`src/rtl/controle_vagas_pkg.sv`:
```
// Shared types and constants for the parking vacancy controller (package vagas_pkg).
// Holds the counter width, the gate FSM state encoding and the two's-complement deltas.
package vagas_pkg;

  localparam int LARGURA_VAGAS = 4;

  typedef enum logic [1:0] {
    IDLE    = 2'd0,
    ABERTA  = 2'd1,
    AGUARDA = 2'd2
  } estado_cancela_t;

  localparam logic [LARGURA_VAGAS-1:0] DELTA_MENOS = 4'b1111;
  localparam logic [LARGURA_VAGAS-1:0] DELTA_MAIS  = 4'b0001;
  localparam logic [LARGURA_VAGAS-1:0] DELTA_ZERO  = 4'b0000;

endpackage

```
`src/rtl/controle_vagas_cancela_fsm.sv`:
```
// One gate: request edge detect, IDLE/ABERTA/AGUARDA FSM and open-time down-counter.
// With CONTROLE_VAGAS_SINC_EN defined the request first passes a 2-flop synchronizer.
module cancela_fsm
  import vagas_pkg::*;
#(
  parameter int TEMPO_CANCELA = 4
) (
  input  logic clk,
  input  logic rst,
  input  logic req,
  input  logic permite,
  output logic cancela,
  output logic aceita,
  output logic recusa
);

  localparam logic [LARGURA_VAGAS-1:0] CARGA_TIMER = LARGURA_VAGAS'(TEMPO_CANCELA - 1);

  logic req_s;

`ifdef CONTROLE_VAGAS_SINC_EN
  logic [1:0] sinc_q, sinc_d;

  always_comb begin
    sinc_d = {sinc_q[0], req};
  end

  always_ff @(posedge clk) begin
    if (rst) sinc_q <= 2'b00;
    else     sinc_q <= sinc_d;
  end

  assign req_s = sinc_q[1];
`else
  assign req_s = req;
`endif

  logic                     req_q, req_d;
  logic                     req_ant_q, req_ant_d;
  logic                     borda;
  estado_cancela_t          estado_q, estado_d;
  logic [LARGURA_VAGAS-1:0] timer_q, timer_d;

  // req_q is the sampled request, req_ant_q the sample one cycle older.
  assign borda = req_q & ~req_ant_q;

  always_comb begin
    req_d     = req_s;
    req_ant_d = req_q;
    estado_d  = estado_q;
    timer_d   = timer_q;
    aceita    = 1'b0;
    recusa    = 1'b0;
    unique case (estado_q)
      IDLE: begin
        if (borda) begin
          if (permite) begin
            estado_d = ABERTA;
            timer_d  = CARGA_TIMER;
            aceita   = 1'b1;
          end else begin
            estado_d = AGUARDA;
            recusa   = 1'b1;
          end
        end
      end
      ABERTA: begin
        if (timer_q == '0) estado_d = AGUARDA;
        else               timer_d  = timer_q - 1'b1;
      end
      AGUARDA: begin
        if (!req_q) estado_d = IDLE;
      end
      default: estado_d = IDLE;
    endcase
  end

  always_ff @(posedge clk) begin
    if (rst) begin
      req_q     <= 1'b0;
      req_ant_q <= 1'b0;
      estado_q  <= IDLE;
      timer_q   <= '0;
    end else begin
      req_q     <= req_d;
      req_ant_q <= req_ant_d;
      estado_q  <= estado_d;
      timer_q   <= timer_d;
    end
  end

  assign cancela = (estado_q == ABERTA);

endmodule

```
`src/rtl/controle_vagas.sv`:
```
// Parking vacancy controller: free-space register updated by entry/exit gate FSMs.
// Optional CONTROLE_VAGAS_SINC_EN adds input synchronizers inside each gate.
module controle_vagas
  import vagas_pkg::*;
#(
  parameter int CAPACIDADE    = 9,
  parameter int TEMPO_CANCELA = 4
) (
  input  logic                     clk,
  input  logic                     rst,
  input  logic                     entrada_req,
  input  logic                     saida_req,
  output logic                     cancela_ent,
  output logic                     cancela_sai,
  output logic [LARGURA_VAGAS-1:0] vagas,
  output logic                     lotado,
  output logic                     vazio,
  output logic                     recusado,
  output logic                     erro_saida
);

  localparam logic [LARGURA_VAGAS-1:0] CAP_VAGAS = LARGURA_VAGAS'(CAPACIDADE);

  logic [LARGURA_VAGAS-1:0] vagas_q, vagas_d;
  logic [LARGURA_VAGAS-1:0] delta;
  logic                     recusado_q, recusado_d;
  logic                     erro_q, erro_d;
  logic                     ent_aceita, ent_recusa;
  logic                     sai_aceita, sai_recusa;

  // Both permissions look at the pre-update count, so a simultaneous pair resolves independently.
  cancela_fsm #(.TEMPO_CANCELA(TEMPO_CANCELA)) u_cancela_ent (
    .clk     (clk),
    .rst     (rst),
    .req     (entrada_req),
    .permite (vagas_q != '0),
    .cancela (cancela_ent),
    .aceita  (ent_aceita),
    .recusa  (ent_recusa)
  );

  cancela_fsm #(.TEMPO_CANCELA(TEMPO_CANCELA)) u_cancela_sai (
    .clk     (clk),
    .rst     (rst),
    .req     (saida_req),
    .permite (vagas_q != CAP_VAGAS),
    .cancela (cancela_sai),
    .aceita  (sai_aceita),
    .recusa  (sai_recusa)
  );

  always_comb begin
    delta = DELTA_ZERO;
    unique case ({ent_aceita, sai_aceita})
      2'b10:   delta = DELTA_MENOS;
      2'b01:   delta = DELTA_MAIS;
      default: delta = DELTA_ZERO;
    endcase
    vagas_d    = vagas_q + delta;
    recusado_d = ent_recusa;
    erro_d     = sai_recusa;
  end

  always_ff @(posedge clk) begin
    if (rst) begin
      vagas_q    <= CAP_VAGAS;
      recusado_q <= 1'b0;
      erro_q     <= 1'b0;
    end else begin
      vagas_q    <= vagas_d;
      recusado_q <= recusado_d;
      erro_q     <= erro_d;
    end
  end

  assign vagas      = vagas_q;
  assign lotado     = (vagas_q == '0);
  assign vazio      = (vagas_q == CAP_VAGAS);
  assign recusado   = recusado_q;
  assign erro_saida = erro_q;

endmodule

```
`config.mk`:
```
export PLATFORM = sky130hd
export DESIGN_NAME = controle_vagas
export DESIGN_NICKNAME = d
export VERILOG_FILES = /design/src/rtl/controle_vagas_pkg.sv /design/src/rtl/controle_vagas_cancela_fsm.sv /design/src/rtl/controle_vagas.sv
export SDC_FILE = /design/constraint.sdc
export NUM_CORES = 1
export LEC_CHECK = 0
export CAP_MARGIN = 20
export CORE_AREA = 5 5 54 56
export DETAILED_ROUTE_END_ITERATION = 8
export DIE_AREA = 0 0 59 61
export PLACE_DENSITY_LB_ADDON = 0.3
export SYNTH_ARGS = -nofsm -noshare
export SYNTH_HDL_FRONTEND = slang
export SYNTH_SLANG_ARGS = --single-unit
```
`constraint.sdc`:
```
create_clock -name clk -period 2.18 [get_ports clk]
set_clock_uncertainty 0.05 [all_clocks]
set_input_delay 0.327 -clock clk [delete_from_list [all_inputs] [get_ports clk]]
set_output_delay 0.327 -clock clk [all_outputs]
set_load 0.1 [all_outputs]
```
# Yosys cells after proc, flatten, opt, wreduce, memory -nomap -nowiden
# Cells that the tools add are included.
# totals
regBits,22
latchBits,0
ram_bits,0
mem_bits_ro,0
elab_cells,81
memories,0
# classes
n_addsub,3
multipliers,0
n_div,0
order_cmp,0
n_eq_ne,18
shifts,0
mux,27
bitwise,8
reduce_logical,14
# ops
cell,count
$mux 4,6
$pmux 4 s2,3
$mux 2,8
$logic_not 4->1,3
$ne 2x1->1 const B,6
$pmux 2 s3,2
$mux 1,8
$ne 2x2->1 const B,4
$reduce_and 4->1,2
$sub 4x1->4 const B,2
$eq 2x1->1 const B,3
$eq 2x2->1 const B,3
$not 1->1,6
$reduce_and 3->1,2
$reduce_or 3->1,2
$add 4x4->4,1
$eq 4x4->1 const B,1
$logic_not 2->1,2
$ne 4x4->1 const B,1
$reduce_bool 2->1,2
$reduce_bool 4->1,1
$and 1x1->1,2

# Longest topological paths before layout
# Gate-level depths: netlist of run 1.
# depth
word_depth,7
depth_mapped,10
mapped_depth_nobuf,10

# Modules after synthesis
# Synthesis of run 1 repeated with hierarchy kept, for this count alone.
# unflattened
hier_cells,132
hier_area_um2,1214.9
# modules_own_cells
mod,instances,cells_each,area_each_um2
cancela_fsm,2,47,439.2
controle_vagas,1,38,336.6

# Least setup slack after synthesis of run 1
# OpenSTA, ideal clock, no wires.
# synth_path
path_type,reg2reg
from,register vagas_q[1] (netlist: vagas[1])
to,register vagas_q[2] (netlist: vagas[2])
setup_time_ps,129
arrival_time_ps,2843
slack_ps,-842
path_stages_with_launch,11
path_buffers,0
period_less_slack_ps,3022
path_cell_list,dfxtp_1 -> or4_4 -> clkinv_2 -> nor2_1 -> ha_1 -> inv_1 -> ha_1 -> inv_1 -> fa_1 -> xor2_1 -> nor2_1
# synth_via
elab_chain_cells,7
# synth_rtl
item,line_no,text
start: declaration,controle_vagas.sv:24,"logic [LARGURA_VAGAS-1:0] vagas_q, vagas_d;"
start signal: assignment,controle_vagas.sv:70,vagas_q <= vagas_d;
$ne 4x4->1 or $reduce_bool 4->1 (tied branches),"controle_vagas.sv:46, controle_vagas.sv:36",
$mux 1,controle_vagas_cancela_fsm.sv:57,if (permite) begin
$mux 1,controle_vagas_cancela_fsm.sv:56,if (borda) begin
$mux 1,controle_vagas_cancela_fsm.sv:54,unique case (estado_q)
$eq 2x1->1 or $eq 2x2->1 (tied branches),controle_vagas.sv:54,"unique case ({ent_aceita, sai_aceita})"
$pmux 4 s2,controle_vagas.sv:54,
$add 4x4->4 *,controle_vagas.sv:59,vagas_d = vagas_q + delta;
# Every way passes the cells marked *; elsewhere a longest branch is shown, timed or not.
# A chain may end at the register's enable or synchronous reset.

# Worst setup path in the final report of run 1
# layout_path
from,register vagas_q[2] (netlist: vagas[2])
to,register vagas_q[2] (netlist: vagas[2])
# The elaborated chain is that of the path after synthesis.

==> impl_metrics.ini, run 1 <==
[status]
status = finished with violations
violations = setup timing

[floorplanning]
fp.dieH_um = 61
dieArea_sq_um = 3599
io-pin-count = 14
die_w_um = 59
rows = 18
initial_core_util_pct = 44.97
coreArea_sq_um = 2387

[final_layout]
seq_area_sq_um = 454.2
multi_input_area_sq_um = 621.8
drive_gt1_share_pct = 35.97
num_antenna_cells = 0
final_cells = 169
nets = 152
fill_cells = 220
area_growth_pct = 34.97

[clock_tree]
cts_buffers = 3
ctsHoldBuffers = 0
path_clk_slew_ps = 120
cts_tree = built
cts_sinks = 22
h-tree-depth = 1
cts.path.max_buffers = 2
clk_latency_ps = 300
cts_root_buf = clkbuf_4

[timing]
worstMarginPinSlew_ps = 534.0
max_freq_mhz = 456.5
fin_crit_ps = 2191
fin_hold_ws_ps = 440.5
final-hold-violation-count = 0
rsz0062_at_grt = true
setup_ws_ps = -10.63
setup_viol = 2
slew_headroom_pct = 64.33
timing.final.crit_share_pct = 100.5
slew_viol_final = 0

[power_and_ir_drop]
cell_internal_pwr_mw = 0.9408
p_switching_mw = 0.9057
max-vdd-ir-drop_mv = 1.413
comb_power_share_pct = 60.3
p_sw_share_pct = 49.05
power.share.clock_pct = 10.5
p_per_area_nw_per_um2 = 1274
power.leakage_nw = 0.5932
seqPwrFrac_pct = 29.2

[yosys]
syn_nets = 124
avgSynthCellArea_sq_um = 9.585
synth_area_leaders = dfxtp_1 (41%), ha_1 (8.2%), inv_1 (4.2%)
syn_inst = 112
ys_seq_area_share_pct = 41.03
yosysTopAreaCellShare_pct = 41.03
synth_top_area_cell = dfxtp_1
syn_area_sq_um = 1074
ys.warnings.count = 0
ys_types = 38
ys_seq_elements = 22

[critical_path]
cp-end-kind = flip-flop
required_ps = 2370
crit_fanout = 3
critical_path_arrival_ps = 2380
critical_path_class = flip-flop to flip-flop
cp-start-kind = flip-flop

[global_routing]
antenna_found_initial = 0
grt_pass1_wl_um = 3574
grt_use_total_pct = 12.94
grt_max_degree = 20
grt_pass1_vias = 874
grt_overflow = 0

[routing]
ant_nets = 0
vias = 879
dr.first_iter.drc_count = 20
routedWlPerCell_um = 13.04
wirelength_um = 2203
avgViaCountPerCell = 5.201
dr.pass1.iters = 4
drc = 0

[flow_run]
cap_violations = 0

[worst_hold_path]
hold_class = flip-flop to flip-flop

[placement]
dpl.cell_count = 161
detailed_place_hpwl_um = 1608
place.gp.congestion = 0.7662
port-buffer-count = 13
==> layout by cell type, fill, tap and decap left out, drive strengths merged, types with 2 or more instances in the layout <==
cell type,instances
inv,12
nor3,7
nand2b,5
a211oi,4
xnor2,2
clkdlybuf4s50,3
clkbuf,4
nor3b,2
ha,7
dfxtp,22
nor2b,6
o21ai,5
a311oi,2
buf,22
nor2,9
or4b,2
a21oi,5
nand2,2
==> cell type report <==
cell class	count	area share [%]
Multi-Input combinational cell	75	42.92
Sequential cell	22	31.35
Timing Repair Buffer	25	16.93
Inverter	13	4.404
Tap cell	30	2.591
Clock buffer	4	1.813
==> per-layer routing <==
layer	vias up	global-route usage [%]	wire, um
met5	-	0	0
li1	443	-	-
met3	2	2.979	74
met4	0	3.236	8
met1	424	14.86	988
met2	10	24.13	1132
==> synth_stat cells, drive strengths merged <==
library cell and count:
a211o 1, a211oi 4, a21o 1, a21oi 5, a311oi 2, a31oi 1, and2b 1, and4b 1
clkbuf 2, clkinv 1, dfxtp 22, fa 1, ha 7, inv 12, nand2 2, nand2b 5
nand3 1, nand4bb 1, nor2 9, nor2b 6, nor3 7, nor3b 2, o211a 1, o21a 1
o21ai 5, o22ai 1, o31ai 1, or2 1, or2b 1, or3 1, or4 1, or4b 2
xnor2 2, xor2 1
==> metrics by stage <==
stage                     total power [mW]  area (sq um)  util [%]  setup TNS, ps  setup slack, ps
after floorplan                      1.309          1136         -         -492.5           -191.6
after global routing                 1.952          1449     60.69         -150.9           -58.98
final                                1.846          1449     60.69         -18.24           -10.63
after detailed placement             1.619          1381     57.86         -60.83           -35.71
after CTS                            1.830          1415     59.28              0            4.994
after global placement               1.599          1381     57.86         -2.404           -2.404
==> sequential cells by signal, summed over array words and instances, names as in the netlist, 2 cells and up <==
register / cells
u_cancela_ent.estado_q: 2
u_cancela_sai.timer_q: 4
u_cancela_sai.estado_q: 2
vagas: 4
u_cancela_ent.timer_q: 4
==> worst max-delay path, stage by stage, from the launching register on <==
cell and delay (ps):
dfxtp_4 370, or4_4 580, clkinv_8 70, nor2_4 40, ha_4 230, inv_4 50, ha_4 120, inv_2 30
fa_2 330, xor2_1 160, nor2_1 100
==> cell families (layout without fill, tap and decap cells) <==
kind of cell	Yosys count	in the layout	share of synthesized area, %
flops	22	22	41.03
buf+inv	15	42	5.361
compound gates	23	23	17.13
simple gates	41	41	24.01
fa+ha+maj	8	8	10.02
xor+xnor	3	3	2.448
==> repair_timing <==
action | CTS | global route
buffers inserted | 0 | 4
setup endpoints to repair | 2 | 3
resized for setup | 1 | 2
pin swaps | 1 | 3
cloned | 0 | 0
hold endpoints to repair | 0 | 0
==> power by group through the flow <==
stage / registers [mW] / logic [mW] / clock network, mW
2_1_floorplan: 0.797 / 0.512 / 0
3_3_place_gp: 0.544 / 1.05 / 0
3_5_place_dp: 0.547 / 1.07 / 0
4_1_cts: 0.538 / 1.09 / 0.201
5_1_grt: 0.545 / 1.19 / 0.213
6_report: 0.538 / 1.11 / 0.194
==> final timing paths <==
check	slack [ps]	from	depth (start not counted)	end
worst max-delay path	-10	vagas[2]	10	vagas[2]
worst min register to register	440	u_cancela_sai.timer_q[0]	1	u_cancela_sai.timer_q[0]
worst min-delay path	440	u_cancela_sai.timer_q[0]	1	u_cancela_sai.timer_q[0]
worst max register to register	-10	vagas[2]	10	vagas[2]
No activity file was read; power rests on OpenSTA's default activity.
==> run 2: changes to the inputs <==
--- a/config.mk
+++ b/config.mk
@@ -5,10 +5,11 @@
 export SDC_FILE = /design/constraint.sdc
 export NUM_CORES = 1
 export LEC_CHECK = 0
+export ABC_AREA = 1
 export CAP_MARGIN = 20
-export CORE_AREA = 5 5 54 56
+export CORE_AREA = 5 5 44 74
 export DETAILED_ROUTE_END_ITERATION = 8
-export DIE_AREA = 0 0 59 61
+export DIE_AREA = 0 0 49 79
 export PLACE_DENSITY_LB_ADDON = 0.3
 export SYNTH_ARGS = -nofsm -noshare
 export SYNTH_HDL_FRONTEND = slang
==> impl_metrics.ini, run 2 <==
[yosys]
synth_top_area_cell = dfxtp_1
synth_flop_cell = dfxtp_1
ys.warnings.count = 0
syn_inst = 162
syn_area_sq_um = 1197
synth_area_leaders = dfxtp_1 (37%), nor2_1 (8.5%), nand2_1 (8.2%)
yosysTopAreaCellShare_pct = 36.78
avgSynthCellArea_sq_um = 7.391
ys_types = 29
ys_seq_area_share_pct = 36.78
syn_nets = 174
synth.most_common_cell = nor2_1
synth-async-reset-ratio_pct = 0
synth-edff-count = 0
ys_seq_elements = 22
synthTopCellsByCount = nor2_1 (27), nand2_1 (26), dfxtp_1 (22), inv_1 (22), nand3_1 (18)

[critical_path]
critical_path_arrival_ps = 2160
required_ps = 2280
cp-start-kind = flip-flop
crit_path_start = vagas[1]
worst-path-buf-inv = 3
rr_startpoint = vagas[1]
crit_family = adder cells
crit_top_cell = inv_1
critical_path_class = flip-flop to flip-flop
crit_fanout = 5
cp-end-kind = flip-flop
cp_slowest_cell = fa_1
max_stage_delay_ps = 380
cp_cell_sequence = nor2_2 > nand2_2 > nand3_4 > inv_1 > ha_1 > inv_1 > ha_1 > inv_1 > fa_1 > xor2_1 > nor2_1

[routing]
dr.pass1.iters = 4
dr.first_iter.drc_count = 16
avgViaCountPerCell = 4.976
vias = 1025
drc = 0
routedWlPerCell_um = 12.16
wirelength_um = 2504
ant_nets = 0

[clock_tree]
clk_latency_ps = 260
ctsHoldBuffers = 0
cts_tree = built
cts.path.max_buffers = 2
cts_root_buf = clkbuf_8
path_clk_slew_ps = 70
h-tree-depth = 1
cts_buffers = 3
cts_sinks = 22
cts_resized = 0
postCtsSetupRepairBufs = 0

[floorplanning]
die_w_um = 49
rows = 25
fp.dieH_um = 79
initial_core_util_pct = 45.57
dieArea_sq_um = 3871
coreArea_sq_um = 2628
io-pin-count = 14

[global_routing]
grt_pass1_vias = 1075
grt_use_total_pct = 13.96
grt_overflow = 0
grt_max_degree = 13
grt_pass1_wl_um = 4264
antenna_found_initial = 0

[final_layout]
num_antenna_cells = 0
nets = 192
final_cells = 206
multi_input_area_sq_um = 649.4
layout_common_cells = nor2_1 (27), nand2_1 (26), inv_1 (22), nand3_1 (18), dfxtp_1 (18)
seq_area_sq_um = 455.4
drive_gt1_share_pct = 22.91
fill_cells = 260
final_common_cell = nor2_1
design_area_sq_um = 1435
area_growth_pct = 19.85

[worst_hold_path]
hold_start = u_cancela_sai.req_ant_d
hold_class = flip-flop to flip-flop

[timing]
timing.final.crit_share_pct = 94.53
setup_viol = 0
setup_ws_ps = 119.2
rsz0062_at_grt = false
worstMarginPinSlew_ps = 309.0
setup_tns_ps = 0
slew_headroom_pct = 79.27
max_freq_mhz = 485.2
final-hold-violation-count = 0
slew_viol_final = 0
fin_crit_ps = 2061

[power_and_ir_drop]
power.total_mw = 1.931
max-vdd-ir-drop_mv = 0.5731
power.leakage_nw = 0.6863
p_per_area_nw_per_um2 = 1346

[placement]
dpl_cell_area_sq_um = 1380
port-buffer-count = 13
pre_cts_ws_ps = 135.1
place.gp.congestion = 0.7852
dpl.cell_count = 202
detailed_place_hpwl_um = 2026

[flow_run]
cap_violations = 0

[status]
status = finished, final reports clean
==> run 2: changes by cell type after synthesis, moves of 5 or more <==
cell and delta:
nand2_1 +24, nor2_1 +20, nand3_1 +17, inv_1 +10, nand2_2 +6, nor2b_1 -6, nor3_1 -6, nand2b_1 -5
==> run 2: final cells by class <==
type / instances / area share [%]
repair buffers: 14 / 9.590
inverters: 27 / 7.236
multi-input cells: 112 / 45.25
flip-flops and latches: 22 / 31.73
clock buffers: 4 / 3.836
well taps: 27 / 2.354
==> run 2: report_power, final <==
part | switching [mW] | total (mW) | internal, mW
Combinational | 0.776 | 1.09 | 0.311
Clock | 0.124 | 0.285 | 0.161
Sequential | 0.0635 | 0.560 | 0.496
==> run 2: cells by family (layout without fill, tap and decap cells) <==
kind of cell	count (synthesis)	in the layout	share of synthesized area, %
fa+ha+maj	8	8	8.986
flops	22	22	36.78
compound gates	10	10	4.911
xor+xnor	3	3	2.195
buf+inv	28	45	8.987
simple gates	91	91	38.14
==> run 2: final timing paths <==
path | endpoint | slack, ps | depth (start not counted)
setup reg to reg | vagas[2] | 120 | 11
hold / removal | u_cancela_sai.req_ant_q | 420 | 2
setup / recovery | vagas[2] | 120 | 11
hold reg to reg | u_cancela_sai.req_ant_q | 420 | 2
==> run 2: per-stage QoR <==
step / util [%] / hold slack, ps
2_1_floorplan: - / 356.3
3_3_place_gp: 52.52 / 411.0
4_1_cts: 54.62 / 425.4
6_report: 54.62 / 418.6
3_5_place_dp: 52.52 / 412.5
5_1_grt: 54.62 / 446.6
==> run 2: worst register-to-register path: cells and delay by family (launching register included) <==
kind | cells | cell delay [ps]
buf+inv | 3 | 180
xor+xnor | 1 | 150
simple gates | 4 | 420
fa+ha+maj | 3 | 800
flops | 1 | 360
==> run 2: metal layers <==
metal	GRT usage [%]	vias to the layer above	routed length, um
met3	2.064	10	58
li1	-	534	-
met2	28.14	21	1460
met1	12.21	460	906
met5	0	-	0
met4	8.356	0	79
==> run 3: changes to the inputs <==
--- a/config.mk
+++ b/config.mk
@@ -11,6 +11,7 @@
 export DETAILED_ROUTE_END_ITERATION = 8
 export DIE_AREA = 0 0 49 79
 export PLACE_DENSITY_LB_ADDON = 0.3
+export SKIP_CTS_REPAIR_TIMING = 1
 export SYNTH_ARGS = -nofsm -noshare
 export SYNTH_HDL_FRONTEND = slang
 export SYNTH_SLANG_ARGS = --single-unit
==> results of run 3 <==
Final layout, timing and power as in run 2 (identical DEF).
